File: src/rtl/cpu_bus_decoder_pkg.sv
// Shared definitions for the CPU bus decoder: FSM states, decode targets,
// default address windows, error word and timeout counter width.
// Build option: FISMOS_BUS_TIMEOUT_EN enables the stalled-slave watchdog.
package cpu_bus_decoder_pkg;

    typedef enum logic [2:0] {
        ST_IDLE     = 3'd0,
        ST_RAM_WAIT = 3'd1,
        ST_PER_WAIT = 3'd2,
        ST_RESP     = 3'd3,
        ST_ERR      = 3'd4
    } state_t;

    typedef enum logic [1:0] {
        TGT_RAM = 2'd0,
        TGT_PER = 2'd1,
        TGT_ERR = 2'd2
    } target_t;

    localparam logic [31:0] ERR_RDATA         = 32'hDEAD_BEEF;
    localparam logic [31:0] DEF_RAM_HIGH_ADDR = 32'h0000_3FFF;
    localparam logic [31:0] DEF_PER_BASE_ADDR = 32'h1000_0000;
    localparam logic [31:0] DEF_PER_HIGH_ADDR = 32'h1000_0FFF;
    localparam int          TIMEOUT_W         = 16;

    // RAM is checked first so that it wins if the two windows overlap.
    function automatic target_t decode_addr(
        input logic [31:0] addr,
        input logic [31:0] ram_high,
        input logic [31:0] per_base,
        input logic [31:0] per_high
    );
        if (addr <= ram_high) begin
            return TGT_RAM;
        end
        if ((addr >= per_base) && (addr <= per_high)) begin
            return TGT_PER;
        end
        return TGT_ERR;
    endfunction

endpackage

File: src/rtl/bus_timeout_counter.sv
// Purpose: counts wait cycles of one slave transaction and flags the cycle the limit is hit.
// Latency: expired is combinational in the limit-th consecutive enabled cycle after a clear.
// Backpressure: none; clear has priority over enable.
// Ports: clk/resetn; clear zeroes the count; enable marks a waiting cycle;
//        limit is the number of waiting cycles allowed; expired flags the last one.
module bus_timeout_counter
    import cpu_bus_decoder_pkg::*;
(
    input  logic                 clk,
    input  logic                 resetn,
    input  logic                 clear,
    input  logic                 enable,
    input  logic [TIMEOUT_W-1:0] limit,
    output logic                 expired
);

    logic [TIMEOUT_W-1:0] count;

    always_ff @(posedge clk or negedge resetn) begin
        if (!resetn) begin
            count <= '0;
        end else if (clear) begin
            count <= '0;
        end else if (enable) begin
            count <= count + 1'b1;
        end
    end

    // count holds the waiting cycles already completed, so the current
    // cycle is the limit-th one when count has reached limit-1.
    assign expired = enable && (count == (limit - 1'b1));

endmodule

File: src/rtl/cpu_bus_decoder.sv
// Purpose: routes PicoRV32 native memory requests to RAM, MMIO or a local error responder.
// Latency: valid -> ready is 2 cycles + slave wait cycles (3 with a 1-wait slave), 2 for unmapped.
// Backpressure: CPU holds valid until the single ready pulse; a silent slave stalls the CPU
//               unless FISMOS_BUS_TIMEOUT_EN is defined, which aborts after TIMEOUT_CYCLES waits.
// Ports: cpu_mem_* CPU side; ram_* and per_* slave sides (addr/wdata/wstrb wired through);
//        bus_err pulses on unmapped access or abort, bus_err_addr keeps the last erroring address.
module cpu_bus_decoder
    import cpu_bus_decoder_pkg::*;
#(
    parameter logic [31:0] RAM_HIGH_ADDR  = DEF_RAM_HIGH_ADDR,
    parameter logic [31:0] PER_BASE_ADDR  = DEF_PER_BASE_ADDR,
    parameter logic [31:0] PER_HIGH_ADDR  = DEF_PER_HIGH_ADDR,
    parameter int unsigned TIMEOUT_CYCLES = 255
) (
    input  logic        clk,
    input  logic        resetn,

    input  logic        cpu_mem_valid,
    output logic        cpu_mem_ready,
    input  logic [31:0] cpu_mem_addr,
    input  logic [31:0] cpu_mem_wdata,
    input  logic [3:0]  cpu_mem_wstrb,
    output logic [31:0] cpu_mem_rdata,

    output logic        ram_valid,
    input  logic        ram_ready,
    output logic [31:0] ram_addr,
    output logic [31:0] ram_wdata,
    output logic [3:0]  ram_wstrb,
    input  logic [31:0] ram_rdata,

    output logic        per_valid,
    input  logic        per_ready,
    output logic [31:0] per_addr,
    output logic [31:0] per_wdata,
    output logic [3:0]  per_wstrb,
    input  logic [31:0] per_rdata,

    output logic        bus_err,
    output logic [31:0] bus_err_addr
);

    if ((TIMEOUT_CYCLES < 1) || (TIMEOUT_CYCLES > 65535)) begin : g_bad_timeout
        $error("cpu_bus_decoder: TIMEOUT_CYCLES must be within 1..65535");
    end

    state_t state_q, state_d;

`ifdef FISMOS_BUS_TIMEOUT_EN
    localparam logic [TIMEOUT_W-1:0] TMO_LIMIT = TIMEOUT_W'(TIMEOUT_CYCLES);

    logic tmo_expired;

    // Counter is held at zero in IDLE, so every WAIT visit starts from zero.
    bus_timeout_counter u_timeout (
        .clk     (clk),
        .resetn  (resetn),
        .clear   (state_q == ST_IDLE),
        .enable  ((state_q == ST_RAM_WAIT) || (state_q == ST_PER_WAIT)),
        .limit   (TMO_LIMIT),
        .expired (tmo_expired)
    );
`endif

    always_ff @(posedge clk or negedge resetn) begin
        if (!resetn) begin
            state_q <= ST_IDLE;
        end else begin
            state_q <= state_d;
        end
    end

    // Slave ready lines are only looked at in their own WAIT state, so a
    // stray ready in IDLE/RESP/ERR or from the other slave has no effect.
    always_comb begin
        state_d = state_q;
        case (state_q)
            ST_IDLE: begin
                if (cpu_mem_valid) begin
                    case (decode_addr(cpu_mem_addr, RAM_HIGH_ADDR, PER_BASE_ADDR, PER_HIGH_ADDR))
                        TGT_RAM: state_d = ST_RAM_WAIT;
                        TGT_PER: state_d = ST_PER_WAIT;
                        default: state_d = ST_ERR;
                    endcase
                end
            end
            ST_RAM_WAIT: begin
                if (ram_ready) begin
                    state_d = ST_RESP;
                end
`ifdef FISMOS_BUS_TIMEOUT_EN
                else if (tmo_expired) begin
                    state_d = ST_ERR;
                end
`endif
            end
            ST_PER_WAIT: begin
                if (per_ready) begin
                    state_d = ST_RESP;
                end
`ifdef FISMOS_BUS_TIMEOUT_EN
                else if (tmo_expired) begin
                    state_d = ST_ERR;
                end
`endif
            end
            ST_ERR:  state_d = ST_RESP;
            ST_RESP: state_d = ST_IDLE;
            default: state_d = ST_IDLE;
        endcase
    end

    // Read data is captured on writes too; the CPU simply ignores it.
    always_ff @(posedge clk or negedge resetn) begin
        if (!resetn) begin
            cpu_mem_rdata <= '0;
            bus_err_addr  <= '0;
        end else begin
            case (state_q)
                ST_RAM_WAIT: if (ram_ready) cpu_mem_rdata <= ram_rdata;
                ST_PER_WAIT: if (per_ready) cpu_mem_rdata <= per_rdata;
                ST_ERR: begin
                    cpu_mem_rdata <= ERR_RDATA;
                    bus_err_addr  <= cpu_mem_addr;
                end
                default: ;
            endcase
        end
    end

    // Request strobes come straight from the state register, so an
    // asynchronous reset clears them immediately.
    assign ram_valid     = (state_q == ST_RAM_WAIT);
    assign per_valid     = (state_q == ST_PER_WAIT);
    assign cpu_mem_ready = (state_q == ST_RESP);
    assign bus_err       = (state_q == ST_ERR);

    assign ram_addr  = cpu_mem_addr;
    assign ram_wdata = cpu_mem_wdata;
    assign ram_wstrb = cpu_mem_wstrb;
    assign per_addr  = cpu_mem_addr;
    assign per_wdata = cpu_mem_wdata;
    assign per_wstrb = cpu_mem_wstrb;

endmodule

File: config.mk
export PLATFORM = sky130hd
export DESIGN_NAME = cpu_bus_decoder
export DESIGN_NICKNAME = d
export VERILOG_FILES = /design/src/rtl/cpu_bus_decoder_pkg.sv /design/src/rtl/bus_timeout_counter.sv /design/src/rtl/cpu_bus_decoder.sv
export SDC_FILE = /design/constraint.sdc
export NUM_CORES = 1
export LEC_CHECK = 0
export CAP_MARGIN = 20
export CORE_AREA = 4 4 129 131
export DETAILED_ROUTE_END_ITERATION = 8
export DIE_AREA = 0 0 133 135
export PLACE_DENSITY = 0.7
export SYNTH_ARGS = -nofsm -noshare
export SYNTH_HDL_FRONTEND = slang
export SYNTH_SLANG_ARGS = --single-unit
File: constraint.sdc
create_clock -name clk -period 5.05 [get_ports clk]
set_input_delay 0.505 -clock clk [delete_from_list [all_inputs] [get_ports clk]]
set_output_delay 0.505 -clock clk [all_outputs]
set_load 0.05 [all_outputs]
# After elaboration in Yosys (flattened, before gate mapping)
# Index checks and enable logic that the tools add are counted.
classes:
  order_cmp: 3
  n_eq_ne: 8
  muxes: 21
  reduce_logical: 6
op_table:
  columns: ["cell", "n"]
  rows:
  - ["$pmux 32 s3", 1]
  - ["$mux 32", 2]
  - ["$ge 32x29->1 const B", 1]
  - ["$le 32x14->1 const B", 1]
  - ["$le 32x29->1 const B", 1]
  - ["$mux 2", 6]
  - ["$pmux 3 s4", 1]
  - ["$mux 3", 3]
  - ["$mux 1", 7]
  - ["$eq 3x2->1 const B", 2]
  - ["$pmux 3 s2", 1]
  - ["$reduce_and 3->1", 2]
  - ["$ne 2x1->1 const B", 2]
  - ["$eq 3x1->1 const B", 1]
  - ["$eq 3x3->1 const B", 1]
  - ["$logic_not 3->1", 1]
  - ["$reduce_bool 3->1", 1]
  - ["$eq 2x1->1 const B", 1]
  - ["$logic_not 2->1", 1]
  - ["$ne 2x2->1 const B", 1]
  - ["$logic_and 1x1->1", 1]
word_totals:
  regBits: 67
  in_bits: 137
  out_inout_bits: 204
  elab_cells: 41

# Logic depth before layout (Yosys ltp)
# Gate-level depths: netlist (run 1).
depth:
  depth_word: 15
  ltp_mapped: 7
  mapped_depth_nobuf: 4

# Least setup slack after synthesis (run 1)
# Ideal clock, no wire load.
synth_timing:
  path_kind: "register to register"
  start: "reg state_q[0]"
  end: "reg cpu_mem_rdata[14]"
  setup_ns: 0.125
  t_arrival_ns: 1.920
  required_ns: 4.925
  path_slack_ns: 3.005
  path_stages_with_launch: 8
  n_path_buf: 3
  synth_period_minus_slack_ns: 2.045
  path_cell_list: "dfrtp_1 or3b_1 buf_6 inv_2 a221o_1 buf_2 buf_6 mux2_4"
synth_via:
  elab_chain_len: 3
  elab_cells_between_ends: 8
  classes_between: "5 x eq/ne; 1 x mux; 2 x reduce/logical"
synth_lines:
  columns: ["element", "line", "source"]
  rows:
  - ["start: declaration", "cpu_bus_decoder.sv:47", "state_t state_q, state_d;"]
  - ["start signal: assignment", "cpu_bus_decoder.sv:69", "state_q <= state_d;"]
  - ["$eq 3x2->1 (*)", null, null]
  - ["via per_valid", "cpu_bus_decoder.sv:32", "output logic per_valid,"]
  - ["$ne 2x1->1 (no source line) / $reduce_bool 3->1 (equally long branches)", null, null]
  - ["$reduce_and 3->1 (no source line)", null, null]
  - ["end signal: assignment", "cpu_bus_decoder.sv:120", "ST_RAM_WAIT: if (ram_ready) cpu_mem_rdata <= ram_rdata;"]
  - ["end signal: assignment", "cpu_bus_decoder.sv:121", "ST_PER_WAIT: if (per_ready) cpu_mem_rdata <= per_rdata;"]
  - ["end: declaration", "cpu_bus_decoder.sv:23", "output logic [31:0] cpu_mem_rdata,"]
# The timed path passes the listed nets; every way through them passes the cells marked *.
# A chain may end at the register's enable or synchronous reset.

# Worst setup path after layout (run 1)
layout_timing:
  start: "reg state_q[2]"
  end: "out per_valid"
layout_via:
  elab_chain_len: 1
layout_lines:
  columns: ["element", "line", "source"]
  rows:
  - ["$eq 3x2->1", "cpu_bus_decoder.sv:134", "assign per_valid = (state_q == ST_PER_WAIT);"]
  - ["end: declaration", "cpu_bus_decoder.sv:32", null]
# Every way passes these cells.

==> results.toml, run 1 <==
[status]
status = "completed"

[power_and_ir_drop]
swShare = 0.480
power_frac_seq = 0.229
ir_drop_mv = 0.365
totalPowerFinal_uw = 4350
p_leak_uw = 0.00254
power_per_cell_area_nw_per_um2 = 702
power.internal_uw = 2260
power.switching_uw = 2090
pwr-share-comb = 0.627
clock_power_share = 0.145

[detailed_routing]
drt_wl_total_um = 13300
drt_iter0_drc = 52
wl_per_cell_um = 18.3
drcViolationCount = 0
first_pass_iters = 4
ant_nets = 0
vias = 3260
routed_via_density = 4.50

[clocking]
post_cts_buffers = 0
clkLatencyLatePin_ps = 330
h-tree-depth = 3
tritoncts = "yes"
holdBufCountCts = 0
clk_pin_slew_ps = 50
cts_root_buf = "clkbuf_16"
clock_path_buffers = 2
cts_resized = 0
cts_buffers = 9
numClockSinks = 67

[sta]
whs_ps = 283
fmax_mhz = 281
post-route-period-util = 0.704
slew_viol_final = 0
tns_ps = 0
grt_setup_unrepaired = "false"
worst_slew_pin_slew_ps = 1010
relSlewSlack = 0.328
setup_violations = 0
fin_worst_skew_ps = 5.23
min_period_ps = 3560
hold_viol_final = 0

[finish]
final_area_um2 = 6210
final_cell_mix = "231 x clkdlybuf4s50_1, 67 x dfrtp_1, 34 x mux2_2"
final_common_cell = "clkdlybuf4s50_1"
n_fill_cell = 1509
area_growth_pct = 40.4
diodes = 0
num-nets-final = 642
drive_above_1_share = 0.122
layout.cells.non_filler = 725

[synth]
synthCells = 418
netlist_area_um2 = 4420
ys_warn_count = 0
ys.flop_type = "dfrtp_1"
synth_edf_count = 0
yosysSeqAreaShare = 0.379
ys_seq_elements = 67
ys_types = 30
async_reset_ff_frac = 1.00
syn_avg_cell_area_um2 = 10.6
synthesis.nets = 555

[place]
io_buffers = 232
gp_congestion = 0.811
place_hpwl_um = 10300
dpl_cell_area_um2 = 5910
dp.cells = 710

[grt]
overflow = 0
grt.total_usage = 0.145
grt_pass1_vias = 3756
antenna_found_initial = 0
grt_max_degree = 68
grt_pass1_wl_um = 20400

[die]
core_um2 = 15600
die-width_um = 133
die_area_um2 = 18000
io_pins = 341
start_util = 0.283
rows = 46
die_y_um = 135

[critical_path]
crit_fanout = 25
worstPathRequired_ps = 4550
crit_arrival_ps = 3050
critPathCaptureType = "output port"
worstSetupStartpointType = "flip-flop"
critical_path_class = "reg -> out"

[job]
cap_viol_max_count = 0

[hold_path]
hp-class = "in -> async"
==> cell type report <==
cell class	instances	area, um^2	area share
sequential	67	1680	0.270
clock buffer	13	260	0.0419
tap	216	270	0.0435
timing repair buffer	237	2360	0.380
multi-input combinational	165	1510	0.244
inverter	25	93.8	0.0151
clock inverter	2	35.0	0.00564
==> flip-flops by register name (all words and copies together), names as in the netlist <==
register,flops
bus_err_addr,32
cpu_mem_rdata,32
state_q,3
==> critical path: stages (launching register included) <==
cell	delay (ps)
dfrtp_1	600
buf_4	320
or3b_1	740
inv_2	220
clkdlybuf4s50_1	830
==> power by group through the flow <==
stage	registers [uW]	clock network, uW	logic [uW]
2_1_floorplan	1880	0	1160
3_3_place_gp	991	0	2710
3_5_place_dp	1000	0	2750
4_1_cts	1000	656	2760
5_1_grt	1040	672	2880
6_report	996	630	2730
==> Yosys cell counts (2+ instances only) <==
| library cell | number | area share |
|---|---|---|
| clkbuf_1 | 16 | 0.014 |
| nor2_1 | 5 | 0.0042 |
| a211oi_1 | 25 | 0.042 |
| dfrtp_1 | 67 | 0.38 |
| inv_1 | 24 | 0.020 |
| nor4bb_1 | 24 | 0.054 |
| buf_4 | 138 | 0.23 |
| mux2_2 | 34 | 0.087 |
| buf_6 | 2 | 0.0051 |
| nor2b_1 | 3 | 0.0042 |
| nor4_1 | 3 | 0.0042 |
| a221o_1 | 9 | 0.020 |
| o31ai_1 | 2 | 0.0034 |
| buf_2 | 5 | 0.0057 |
| mux2i_1 | 24 | 0.054 |
| and2_1 | 10 | 0.014 |
| and3_1 | 8 | 0.011 |
| mux2_4 | 6 | 0.020 |
| nand2_1 | 2 | 0.0017 |
==> kinds of logic after synthesis <==
group / after synthesis / share of synthesized area
buffers and inverters: 186 / 0.280
DFF: 67 / 0.379
muxes: 64 / 0.161
and+or+nand+nor: 60 / 0.103
AOI/OAI and AO/OA: 40 / 0.0742
xor gates and xnor gates: 1 / 0.00198
==> stage by stage <==
stage | util | worst slack, ps
floorplan | - | 3010
global placement | 0.379 | 1850
detailed placement | 0.379 | 1720
CTS | 0.398 | 1460
global route | 0.398 | 1310
finish | 0.398 | 1490
==> metal layers <==
layer,wire [um],global-route usage,vias to the layer above
met1,4980,0.159,1521
li1,-,-,1493
met2,6760,0.250,216
met5,0,0,-
met3,1280,0.0566,30
met4,246,0.0595,0
==> path summary, 6_finish.rpt <==
path,to,slack [ps],from,cells past startpoint
worst max-delay path,per_valid,1490,state_q[2]$_DFFE_PN0P_,4
max in group asynchronous,cpu_mem_rdata[1]$_DFFE_PN0P_,4200,resetn,1
worst max register to register,cpu_mem_rdata[22]$_DFFE_PN0P_,1730,state_q[2]$_DFFE_PN0P_,5
worst min-delay path,cpu_mem_rdata[26]$_DFFE_PN0P_,280,resetn,1
worst min register to register,bus_err_addr[19]$_DFFE_PN0P_,510,bus_err_addr[19]$_DFFE_PN0P_,1
min in group clk,bus_err_addr[19]$_DFFE_PN0P_,510,bus_err_addr[19]$_DFFE_PN0P_,1
Power figures use the tool's default switching activity.
==> run 2, diff against run 1 <==
CORE_AREA = 4 4 130 132   (was 4 4 129 131)
DIE_AREA = 0 0 134 136   (was 0 0 133 135)
PLACE_DENSITY = 0.69   (was 0.7)
clock period = 3.3 ns   (was 5.05 ns; I/O delays follow)
==> results.toml, run 2 (synthesized netlist as in run 1, its figures left out) <==
[status]
status = "completed"

[finish]
drive_above_1_share = 0.128
final_common_cell = "clkdlybuf4s50_1"
final_cell_mix = "229 x clkdlybuf4s50_1, 67 x dfrtp_1, 34 x mux2_2"
diodes = 0
area_growth_pct = 40.6
top_regs = "bus_err_addr: 32 flops, cpu_mem_rdata: 32 flops, state_q: 3 flops"
num-nets-final = 642

[critical_path]
critPathCaptureType = "output port"
worstReg2RegEnd = "cpu_mem_rdata[29]$_DFFE_PN0P_"
startpoint = "state_q[2]$_DFFE_PN0P_"
worstPathRequired_ps = 2970
critical_path_class = "reg -> out"
r2r_start = "state_q[2]$_DFFE_PN0P_"
reg2reg_depth = 4
timing.critical_path.to = "bus_err"
r2r_slack_ps = 620
crit_fanout = 58
worstSetupStartpointType = "flip-flop"
crit_arrival_ps = 2390

[die]
rows = 46
die_y_um = 136
io_pins = 341
start_util = 0.281
die-width_um = 134
die_area_um2 = 18200
core_um2 = 15700

[power_and_ir_drop]
p_leak_uw = 0.00254
totalPowerFinal_uw = 6700
power_per_cell_area_nw_per_um2 = 1080
ir_drop_mv = 0.639

[sta]
fin_worst_skew_ps = 8.06
fmax_mhz = 367
slew_viol_final = 0
worst_slew_pin_slew_ps = 1040
tns_ps = 0
post-route-period-util = 0.825
relSlewSlack = 0.309
hold_viol_final = 0
setup_violations = 0
grt_setup_unrepaired = "false"
min_period_ps = 2720

[clocking]
cts_root_buf = "clkbuf_16"
clkLatencyLatePin_ps = 330
clk_pin_slew_ps = 60
cts_resized = 0
tritoncts = "yes"
holdBufCountCts = 0
numClockSinks = 67
h-tree-depth = 3
clock_path_buffers = 2
cts_buffers = 9
post_cts_buffers = 0

[detailed_routing]
vias = 3233
drcViolationCount = 0
ant_nets = 0
drt_iter0_drc = 99
wl_per_cell_um = 18.0
first_pass_iters = 4
routed_via_density = 4.46
drt_wl_total_um = 13100

[place]
place_hpwl_um = 9700
io_buffers = 232
gp_congestion = 0.768

[grt]
grt.total_usage = 0.139
grt_max_degree = 68
grt_pass1_wl_um = 19900
overflow = 0
grt_pass1_vias = 3616
antenna_found_initial = 0

[hold_path]
hp-class = "in -> async"

[job]
cap_viol_max_count = 0
==> run 2: layout make-up <==
class                           count  area [um^2]
Fill cell                        1512         9500
Timing Repair Buffer              237         2360
Sequential cell                    67         1680
Multi-Input combinational cell    165         1510
Tap cell                          216          270
Clock buffer                       11          243
Inverter                           25         93.8
Clock inverter                      4         51.3
==> run 2: worst min-delay path by stage <==
| stage | start | end | slack, ps |
|---|---|---|---|
| final | resetn | bus_err_addr[11]$_DFFE_PN0P_ | 130 |
| after global routing | resetn | cpu_mem_rdata[19]$_DFFE_PN0P_ | 200 |
| after CTS | resetn | cpu_mem_rdata[18]$_DFFE_PN0P_ | 160 |
| after detailed placement | bus_err_addr[21]$_DFFE_PN0P_ | bus_err_addr[21]$_DFFE_PN0P_ | 500 |
| after global placement | bus_err_addr[13]$_DFFE_PN0P_ | bus_err_addr[13]$_DFFE_PN0P_ | 490 |
| after floorplan | resetn | bus_err_addr[0]$_DFFE_PN0P_ | 30 |
==> run 2: stage by stage <==
stage	instances	instance area, um^2	utilization	worst slack, ps	hold slack (ps)
after floorplan	418	4420	-	1260	34.4
after global placement	710	5920	0.377	720	489
after detailed placement	710	5920	0.377	609	495
after CTS	725	6210	0.395	574	156
after global routing	725	6210	0.395	490	205
final	725	6210	0.395	578	132
==> run 2: power breakdown <==
part | internal [uW] | leakage [uW] | switching, uW | total (uW)
clock | 601 | 0.000142 | 363 | 964
sequential | 1250 | 0.000792 | 253 | 1510
combinational | 1600 | 0.00160 | 2630 | 4230
==> run 2: critical path: stages, from the launching register on <==
cell and delay [ps]:
dfrtp_1 790, nor3b_4 310, buf_4 620, buf_4 320
==> run 2: metal layers <==
| layer | global-route usage | wire [um] |
|---|---|---|
| met2 | 0.237 | 6450 |
| met3 | 0.0540 | 1260 |
| met4 | 0.0680 | 387 |
| met5 | 0 | 0 |
| met1 | 0.152 | 4960 |
